`src/rtl/ili_cmd_seq_if.sv`:
```
// Bundle of the controller handshake, command-ROM port and ILI9341 8080-I write bus.
interface ili_cmd_seq_if #(
  parameter int unsigned DW = 8,
  parameter int unsigned AW = 6
) ();
  logic          i_send_comm_ena;
  logic          i_command;
  logic          o_command_sent;
  logic          o_busy;
  logic [AW-1:0] o_rom_addr;
  logic [DW+1:0] i_rom_data;
  logic          o_lcd_csx;
  logic          o_lcd_dcx;
  logic          o_lcd_wrx;
  logic [DW-1:0] o_lcd_data;

  modport master (
    output i_send_comm_ena, i_command, i_rom_data,
    input  o_command_sent, o_busy, o_rom_addr,
    input  o_lcd_csx, o_lcd_dcx, o_lcd_wrx, o_lcd_data
  );

  modport slave (
    input  i_send_comm_ena, i_command, i_rom_data,
    output o_command_sent, o_busy, o_rom_addr,
    output o_lcd_csx, o_lcd_dcx, o_lcd_wrx, o_lcd_data
  );
endinterface

```
`src/rtl/ili_cmd_seq.sv`:
```
// ILI9341 command sequencer: walks an INIT or LOOP table in a sync ROM and
// replays it as 8080-I parallel writes, ms delays and table-complete signalling.
module ili_cmd_seq #(
  parameter int unsigned DW         = 8,
  parameter int unsigned AW         = 6,
  parameter int unsigned LOOP_BASE  = 32,
  parameter int unsigned WR_CYC     = 4,
  parameter int unsigned CYC_PER_MS = 100000
) (
  input  logic        clk,
  input  logic        rst,
  ili_cmd_seq_if.slave bus
);

  localparam int unsigned   CW        = 32;
  localparam logic [CW-1:0] WR_LAST   = CW'(WR_CYC - 1);
  localparam logic [CW-1:0] MS_CYC    = CW'(CYC_PER_MS);
  localparam logic [AW-1:0] INIT_ADDR = '0;
  localparam logic [AW-1:0] LOOP_ADDR = AW'(LOOP_BASE);
  localparam logic [AW-1:0] LAST_ADDR = '1;
  localparam logic [1:0]    T_DELAY   = 2'b10;
  localparam logic [1:0]    T_END     = 2'b11;

  typedef enum logic [2:0] {
    S_IDLE, S_FETCH, S_ROMWAIT, S_DECODE, S_WR_LO, S_WR_HI, S_DELAY, S_DONE
  } state_t;

  state_t        state_q, state_d;
  logic [CW-1:0] cnt_q, cnt_d;
  logic [DW:0]   ent_q, ent_d;
  logic          cmd_q, cmd_d;
  logic [AW-1:0] addr_q, addr_d;
  logic          step, fin, loop_end, can_abort;

  logic          csx_q, csx_d, wrx_q, wrx_d, dcx_q, dcx_d;
  logic [DW-1:0] data_q, data_d;
  logic          sent_q, sent_d, busy_q, busy_d;

  logic          ena, retarget;
  logic [AW-1:0] base_new;
  logic [1:0]    rom_type;
  logic [DW-1:0] rom_pay;

  assign ena      = bus.i_send_comm_ena;
  assign retarget = (bus.i_command != cmd_q);
  assign base_new = bus.i_command ? LOOP_ADDR : INIT_ADDR;
  assign rom_type = bus.i_rom_data[DW+1:DW];
  assign rom_pay  = bus.i_rom_data[DW-1:0];

  // State and datapath registers
  always_ff @(posedge clk or negedge rst) begin
    if (!rst) begin
      state_q <= S_IDLE;
      cnt_q   <= '0;
      ent_q   <= '0;
      cmd_q   <= 1'b0;
      addr_q  <= '0;
    end else begin
      state_q <= state_d;
      cnt_q   <= cnt_d;
      ent_q   <= ent_d;
      cmd_q   <= cmd_d;
      addr_q  <= addr_d;
    end
  end

  // Next state: table walk, then end-of-table handling, then abort/retarget
  always_comb begin
    state_d  = state_q;
    cnt_d    = cnt_q;
    ent_d    = ent_q;
    cmd_d    = cmd_q;
    addr_d   = addr_q;
    step     = 1'b0;
    fin      = 1'b0;
    loop_end = 1'b0;
    unique case (state_q)
      S_IDLE: if (ena) begin
        state_d = S_FETCH;
        addr_d  = base_new;
        cmd_d   = bus.i_command;
      end
      S_FETCH:   state_d = S_ROMWAIT;
      S_ROMWAIT: state_d = S_DECODE;
      S_DECODE: begin
        ent_d = bus.i_rom_data[DW:0];
        cnt_d = '0;
        if (rom_type == T_END) begin
          fin = 1'b1;
        end else if (rom_type == T_DELAY) begin
          if (rom_pay == '0) step = 1'b1;
          else begin
            state_d = S_DELAY;
            cnt_d   = CW'(rom_pay) * MS_CYC - CW'(1);
          end
        end else begin
          state_d = S_WR_LO;
        end
      end
      S_WR_LO: if (cnt_q == WR_LAST) begin
        state_d = S_WR_HI;
        cnt_d   = '0;
      end else cnt_d = cnt_q + CW'(1);
      S_WR_HI: if (cnt_q == WR_LAST) step = 1'b1;
               else cnt_d = cnt_q + CW'(1);
      S_DELAY: if (cnt_q == '0) step = 1'b1;
               else cnt_d = cnt_q - CW'(1);
      S_DONE:  ;
      default: state_d = S_IDLE;
    endcase

    // The last ROM slot never wraps back to zero
    if (step) begin
      if (addr_q == LAST_ADDR) fin = 1'b1;
      else begin
        addr_d  = addr_q + AW'(1);
        state_d = S_FETCH;
      end
    end
    if (fin) begin
      if (cmd_q) begin
        loop_end = 1'b1;
        addr_d   = LOOP_ADDR;
        state_d  = S_FETCH;
      end else state_d = S_DONE;
    end

    // A started strobe always completes; everything else yields at once
    can_abort = (state_q inside {S_FETCH, S_ROMWAIT, S_DECODE, S_DELAY, S_DONE}) ||
                (state_q == S_WR_HI && cnt_q == WR_LAST);
    if (can_abort) begin
      if (!ena) begin
        state_d  = S_IDLE;
        loop_end = 1'b0;
      end else if (retarget) begin
        state_d  = S_FETCH;
        addr_d   = base_new;
        cmd_d    = bus.i_command;
        loop_end = 1'b0;
      end
    end
  end

  // Output next values: bus pins follow the current state one clock later
  always_comb begin
    csx_d  = csx_q;
    wrx_d  = 1'b1;
    dcx_d  = dcx_q;
    data_d = data_q;
    unique case (state_q)
      S_WR_LO: begin
        csx_d  = 1'b0;
        wrx_d  = 1'b0;
        dcx_d  = ent_q[DW];
        data_d = ent_q[DW-1:0];
      end
      S_DECODE:                  if (rom_type[1]) csx_d = 1'b1;
      S_IDLE, S_DELAY, S_DONE:   csx_d = 1'b1;
      default: ;
    endcase
    sent_d = (state_d == S_DONE) || loop_end;
    busy_d = (state_d != S_IDLE) && (state_d != S_DONE);
  end

  always_ff @(posedge clk or negedge rst) begin
    if (!rst) begin
      csx_q  <= 1'b1;
      wrx_q  <= 1'b1;
      dcx_q  <= 1'b1;
      data_q <= '0;
      sent_q <= 1'b0;
      busy_q <= 1'b0;
    end else begin
      csx_q  <= csx_d;
      wrx_q  <= wrx_d;
      dcx_q  <= dcx_d;
      data_q <= data_d;
      sent_q <= sent_d;
      busy_q <= busy_d;
    end
  end

  assign bus.o_lcd_csx      = csx_q;
  assign bus.o_lcd_wrx      = wrx_q;
  assign bus.o_lcd_dcx      = dcx_q;
  assign bus.o_lcd_data     = data_q;
  assign bus.o_command_sent = sent_q;
  assign bus.o_busy         = busy_q;
  assign bus.o_rom_addr     = addr_q;

endmodule

```
`src/flat_wrapper.sv`:
```
// flat-port wrapper written by rule: the top's interface ports become plain ports
module ili_cmd_seq_flat 
#(
  parameter int unsigned DW         = 8,
  parameter int unsigned AW         = 6,
  parameter int unsigned LOOP_BASE  = 32,
  parameter int unsigned WR_CYC     = 4,
  parameter int unsigned CYC_PER_MS = 100000
)
  (clk, rst, bus_i_send_comm_ena, bus_i_command, bus_i_rom_data, bus_o_command_sent, bus_o_busy, bus_o_rom_addr, bus_o_lcd_csx, bus_o_lcd_dcx, bus_o_lcd_wrx, bus_o_lcd_data);
  ili_cmd_seq_if #(.DW(DW), .AW(AW)) bus_i ();
  input  logic clk;
  input  logic rst;
  input wire logic [$bits(bus_i.i_send_comm_ena)-1:0] bus_i_send_comm_ena;
  input wire logic [$bits(bus_i.i_command)-1:0] bus_i_command;
  input wire logic [$bits(bus_i.i_rom_data)-1:0] bus_i_rom_data;
  output wire logic [$bits(bus_i.o_command_sent)-1:0] bus_o_command_sent;
  output wire logic [$bits(bus_i.o_busy)-1:0] bus_o_busy;
  output wire logic [$bits(bus_i.o_rom_addr)-1:0] bus_o_rom_addr;
  output wire logic [$bits(bus_i.o_lcd_csx)-1:0] bus_o_lcd_csx;
  output wire logic [$bits(bus_i.o_lcd_dcx)-1:0] bus_o_lcd_dcx;
  output wire logic [$bits(bus_i.o_lcd_wrx)-1:0] bus_o_lcd_wrx;
  output wire logic [$bits(bus_i.o_lcd_data)-1:0] bus_o_lcd_data;
  assign bus_i.i_send_comm_ena = bus_i_send_comm_ena;
  assign bus_i.i_command = bus_i_command;
  assign bus_i.i_rom_data = bus_i_rom_data;
  assign bus_o_command_sent = bus_i.o_command_sent;
  assign bus_o_busy = bus_i.o_busy;
  assign bus_o_rom_addr = bus_i.o_rom_addr;
  assign bus_o_lcd_csx = bus_i.o_lcd_csx;
  assign bus_o_lcd_dcx = bus_i.o_lcd_dcx;
  assign bus_o_lcd_wrx = bus_i.o_lcd_wrx;
  assign bus_o_lcd_data = bus_i.o_lcd_data;
  ili_cmd_seq #(.DW(DW), .AW(AW), .LOOP_BASE(LOOP_BASE), .WR_CYC(WR_CYC), .CYC_PER_MS(CYC_PER_MS)) u_core (.clk(clk), .rst(rst), .bus(bus_i));
endmodule
```
`config.mk`:
```
export PLATFORM = sky130hd
export DESIGN_NAME = ili_cmd_seq_flat
export DESIGN_NICKNAME = d
export VERILOG_FILES = /design/src/rtl/ili_cmd_seq_if.sv /design/src/rtl/ili_cmd_seq.sv /design/src/flat_wrapper.sv
export SDC_FILE = /design/constraint.sdc
export NUM_CORES = 1
export LEC_CHECK = 0
export BUFFER_PORTS_ARGS = -buffer_cell sky130_fd_sc_hd__buf_2
export CORE_AREA = 2 2 112 114
export CTS_BUF_LIST = sky130_fd_sc_hd__clkbuf_8
export DETAILED_ROUTE_END_ITERATION = 16
export DIE_AREA = 0 0 114 116
export PLACE_DENSITY = 0.77
export SYNTH_ARGS = -nofsm -noshare
export SYNTH_HDL_FRONTEND = slang
export SYNTH_SLANG_ARGS = --single-unit
```
`constraint.sdc`:
```
create_clock -name clk -period 2.7 [get_ports clk]
set_clock_uncertainty 0.05 [all_clocks]
set_input_delay 0.54 -clock clk [delete_from_list [all_inputs] [get_ports clk]]
set_output_delay 0.54 -clock clk [all_outputs]
set_load 0.01 [all_outputs]
```
==> key figures <==
Run status
  – Status: finished with violations
  – Failing checks: setup timing

Synth
  – Synthesized area per cell: 8.45 sq um
  – Synth unique cells: 83
  – Synth Flop Type: dfrtp_1
  – Async S/R FF share, synth: 100%
  – Net count after synthesis: 858
  – Synth top area cells: dfrtp_1, ha_1, o21ai_0
  – Sequential fraction of the synthesis area: 24.6%
  – Post-synth top area share: 23.4%
  – #FFs+latches synth: 64
  – Cell taking the most area after synthesis: dfrtp_1
  – Mapped cell area: 6520 sq um
  – EDFF count, synth: 0
  – Mapped Cells: 771
  – Yosys warns: 0

STA
  – Final setup fails: 43
  – Min Tclk post-route: 4.73 ns
  – Max Slew Vio Count: 0
  – Maximum achievable frequency: 211 MHz
  – Tcrit/Tclk final: 175%
  – Tightest Pin Transition: 0.530 ns
  – Final setup margin: -2.03 ns
  – Max_slew headroom: 64.4%
  – RSZ-0062 raised after global routing: yes
  – Final Hold Viols: 0
  – Setup_tns: -38.02 ns

Clock network
  – TritonCTS clock tree: done
  – H-tree Lvls: 3
  – CTS Sinks: 64
  – CTS Buffer Depth: 2
  – Worst-path clk slew: 0.08 ns
  – Root Buffer: clkbuf_8
  – Num CTS Buffers: 9
  – Hold_buf cts: 0
  – Clk_lat worst skew: 0.37 ns

Placed design
  – Post-DP HPWL: 15500 um
  – Placed cell count: 1082
  – Placed Area: 8300 sq um
  – GPL Wtd Cong: 0.954
  – IO Port Bufs: 32

Critical path
  – Setup slack, reg-to-reg: -0.36 ns
  – Launch instance of the worst register-to-register path: u_core.cnt_q[12]$_DFFE_PN0P_
  – Critical path startpoint category: input pin
  – R2R depth: 11
  – Worst Setup End Kind: register
  – CP Data Arrival Time: 5.00 ns
  – Critical path class: input pin to register
  – Crit path max fanout: 6
  – Worst r2r dst: u_core.cnt_q[28]$_DFFE_PN0P_
  – Crit path required time: 2.97 ns

Power and ir drop
  – Design Power: 10900 uW
  – Internal power: 5810 uW
  – Pleak: 0.00426 uW
  – Peak supply drop: 0.473 mV
  – Clock share of power: 8.9%
  – Sequential power share: 15.7%
  – Switching power share of the total: 46.5%
  – Comb pwr share: 75.4%
  – NetSw: 5040 uW
  – Pwr/cell area: 1130 nW/um^2

Layout
  – Share of layout cells above drive strength 1: 43.0%
  – Finished Layout Cells: 1129
  – # nets final: 1065
  – Cell area after layout: 9580 sq um
  – Reg area: 1610 sq um
  – Layout Area Growth over Synthesis: 47.0%
  – Ant. Diodes: 0
  – Filler cell count: 635
  – Leading cell types in the layout, fill and taps excluded: buf_4, dfrtp_1, nor2_1
  – Area of the multi-input gates: 5450 sq um
  – Commonest non-fill, non-tap cell in the layout: buf_4

GRT
  – Grt met2 use: 63.5%
  – Met3 usage: 6.75%
  – Overflow left after global routing: 0
  – Vias in the first global route: 7406
  – First-pass GRT wire length: 37400 um
  – Total GRT Usage: 35.8%
  – Busiest grt layer: met2
  – Largest net degree at the start of global routing: 65
  – Antenna violations before repair: 0
  – Met1 GRT Util: 40.7%

Routing
  – DRC violations left: 0
  – Antenna Nets Post-Route: 0
  – TritonRoute pass-1 iters: 6
  – Vias per cell: 6.85
  – Routed wire length: 25900 um
  – DR iter-0 viols: 965
  – Vias: 7736
  – Wire per inst: 22.9 um

Min path
  – Hold Crit Class: input pin to async pin

Die
  – DIE WIDTH: 114 um
  – Row count: 40
  – Io pins: 33
  – Initial Util: 54.7%
  – Total core area: 11900 sq um
  – Die height: 116 um
  – Die Area: 13200 sq um

Run
  – Max-cap viol count: 0
## Yosys cell counts, drive strengths merged, types with 5 or more instances
library cell	instances
or2	8
and3	16
nor2	57
a221o	5
ha	61
a21o	8
o221ai	9
a21oi	46
a31oi	14
inv	35
xor2	17
nand3	32
buf	10
o21ai	56
nor4	14
fa	12
clkbuf	37
nand4	9
a22oi	5
nor3	33
or3	9
a211oi	6
or4	8
and2	9
nand2	51
xnor2	23
o211ai	8
mux2	19
o22ai	11
dfrtp	61
o31ai	7
## what timing repair did
action	in CTS	in global routing
endpoints found under the setup margin	42	44
gates resized for setup	106	75
gates cloned	2	1
pin swaps	59	55
buffers inserted	23	17
## state kept, by name (all words and copies together), names as in the netlist, named ones only
signal,cells
u_core.bus.o_lcd_dcx,1
u_core.bus.o_rom_addr,6
u_core.bus.o_lcd_csx,1
u_core.bus.o_lcd_wrx,1
u_core.bus.o_lcd_data,8
u_core.bus.o_busy,1
u_core.cnt_q,32
u_core.bus.o_command_sent,1
u_core.state_q,3
u_core.ent_q,9
## critical path: stages
cell and delay, ns:
buf_8 0.11, ha_4 0.25, ha_4 0.27, inv_2 0.04
fa_1 0.54, inv_2 0.07, fa_1 0.53, ha_4 0.23
or2_4 0.28, a41o_4 0.33, o31ai_4 0.22, xnor2_2 0.11
buf_6 0.14, buf_6 0.13, nor4_4 0.36, nand4_1 0.28
nor4_4 0.39, or2_4 0.18
## final cells by class
cell class	instances	area share, %
Clock buffer	11	1.58
Inverter	35	1.41
Sequential cell	64	16.8
Multi-Input combinational cell	625	56.9
Tap cell	147	1.92
Clock inverter	4	0.719
Timing Repair Buffer	243	20.7
## per-layer routing
metal / wire, um / vias up / share of wire (%)
li1: - / 3307 / -
met1: 9080 / 3631 / 35
met2: 12700 / 588 / 49
met3: 2160 / 210 / 8.3
met4: 1960 / 0 / 7.6
met5: 0 / - / 0
## kinds of logic (layout without fill, tap and decap cells)
kind of cell               after synthesis  count (layout)  synth area share [%]
adders and majority gates               73              73                  15.4
AOI/OAI and AO/OA                      224             224                  23.7
xor gates and xnor gates                40              40                  5.38
muxes                                   21              21                  3.59
and+or+nand+nor                        267             267                  22.1
DFF                                     64              64                  24.6
buffers and inverters                   82             293                  5.16
## power by group through the flow
stage	logic (uW)	registers, uW	clock network [uW]
finish	8180	1700	969
global route	8570	1730	1010
CTS	7080	1640	962
detailed placement	5930	1650	0
global placement	5720	1620	0
floorplan	3610	1610	0
## stage by stage
step / hold slack [ns] / util (%) / worst slack (ns)
6_report: 0.123 / 80.4 / -2.03
5_1_grt: 0.147 / 80.4 / -2.13
4_1_cts: 0.141 / 77.1 / -1.79
3_5_place_dp: 0.445 / 69.7 / -2.32
3_3_place_gp: 0.434 / 69.7 / -2.18
2_1_floorplan: 0.194 / - / -1.91
## worst max path at each step
stage,start,endpoint,slack (ns),cells after the start
final,bus_i_rom_data[4],u_core.cnt_q[27]$_DFFE_PN0P_,-2.03,18
after global placement,bus_i_rom_data[4],u_core.cnt_q[30]$_DFFE_PN0P_,-2.18,15
after global routing,bus_i_rom_data[4],u_core.cnt_q[27]$_DFFE_PN0P_,-2.13,18
after floorplan,bus_i_rom_data[4],u_core.cnt_q[25]$_DFFE_PN0P_,-1.91,16
after detailed placement,bus_i_rom_data[4],u_core.cnt_q[26]$_DFFE_PN0P_,-2.32,15
after CTS,bus_i_rom_data[4],u_core.cnt_q[26]$_DFFE_PN0P_,-1.79,15
Power figures use the tool's default switching activity.
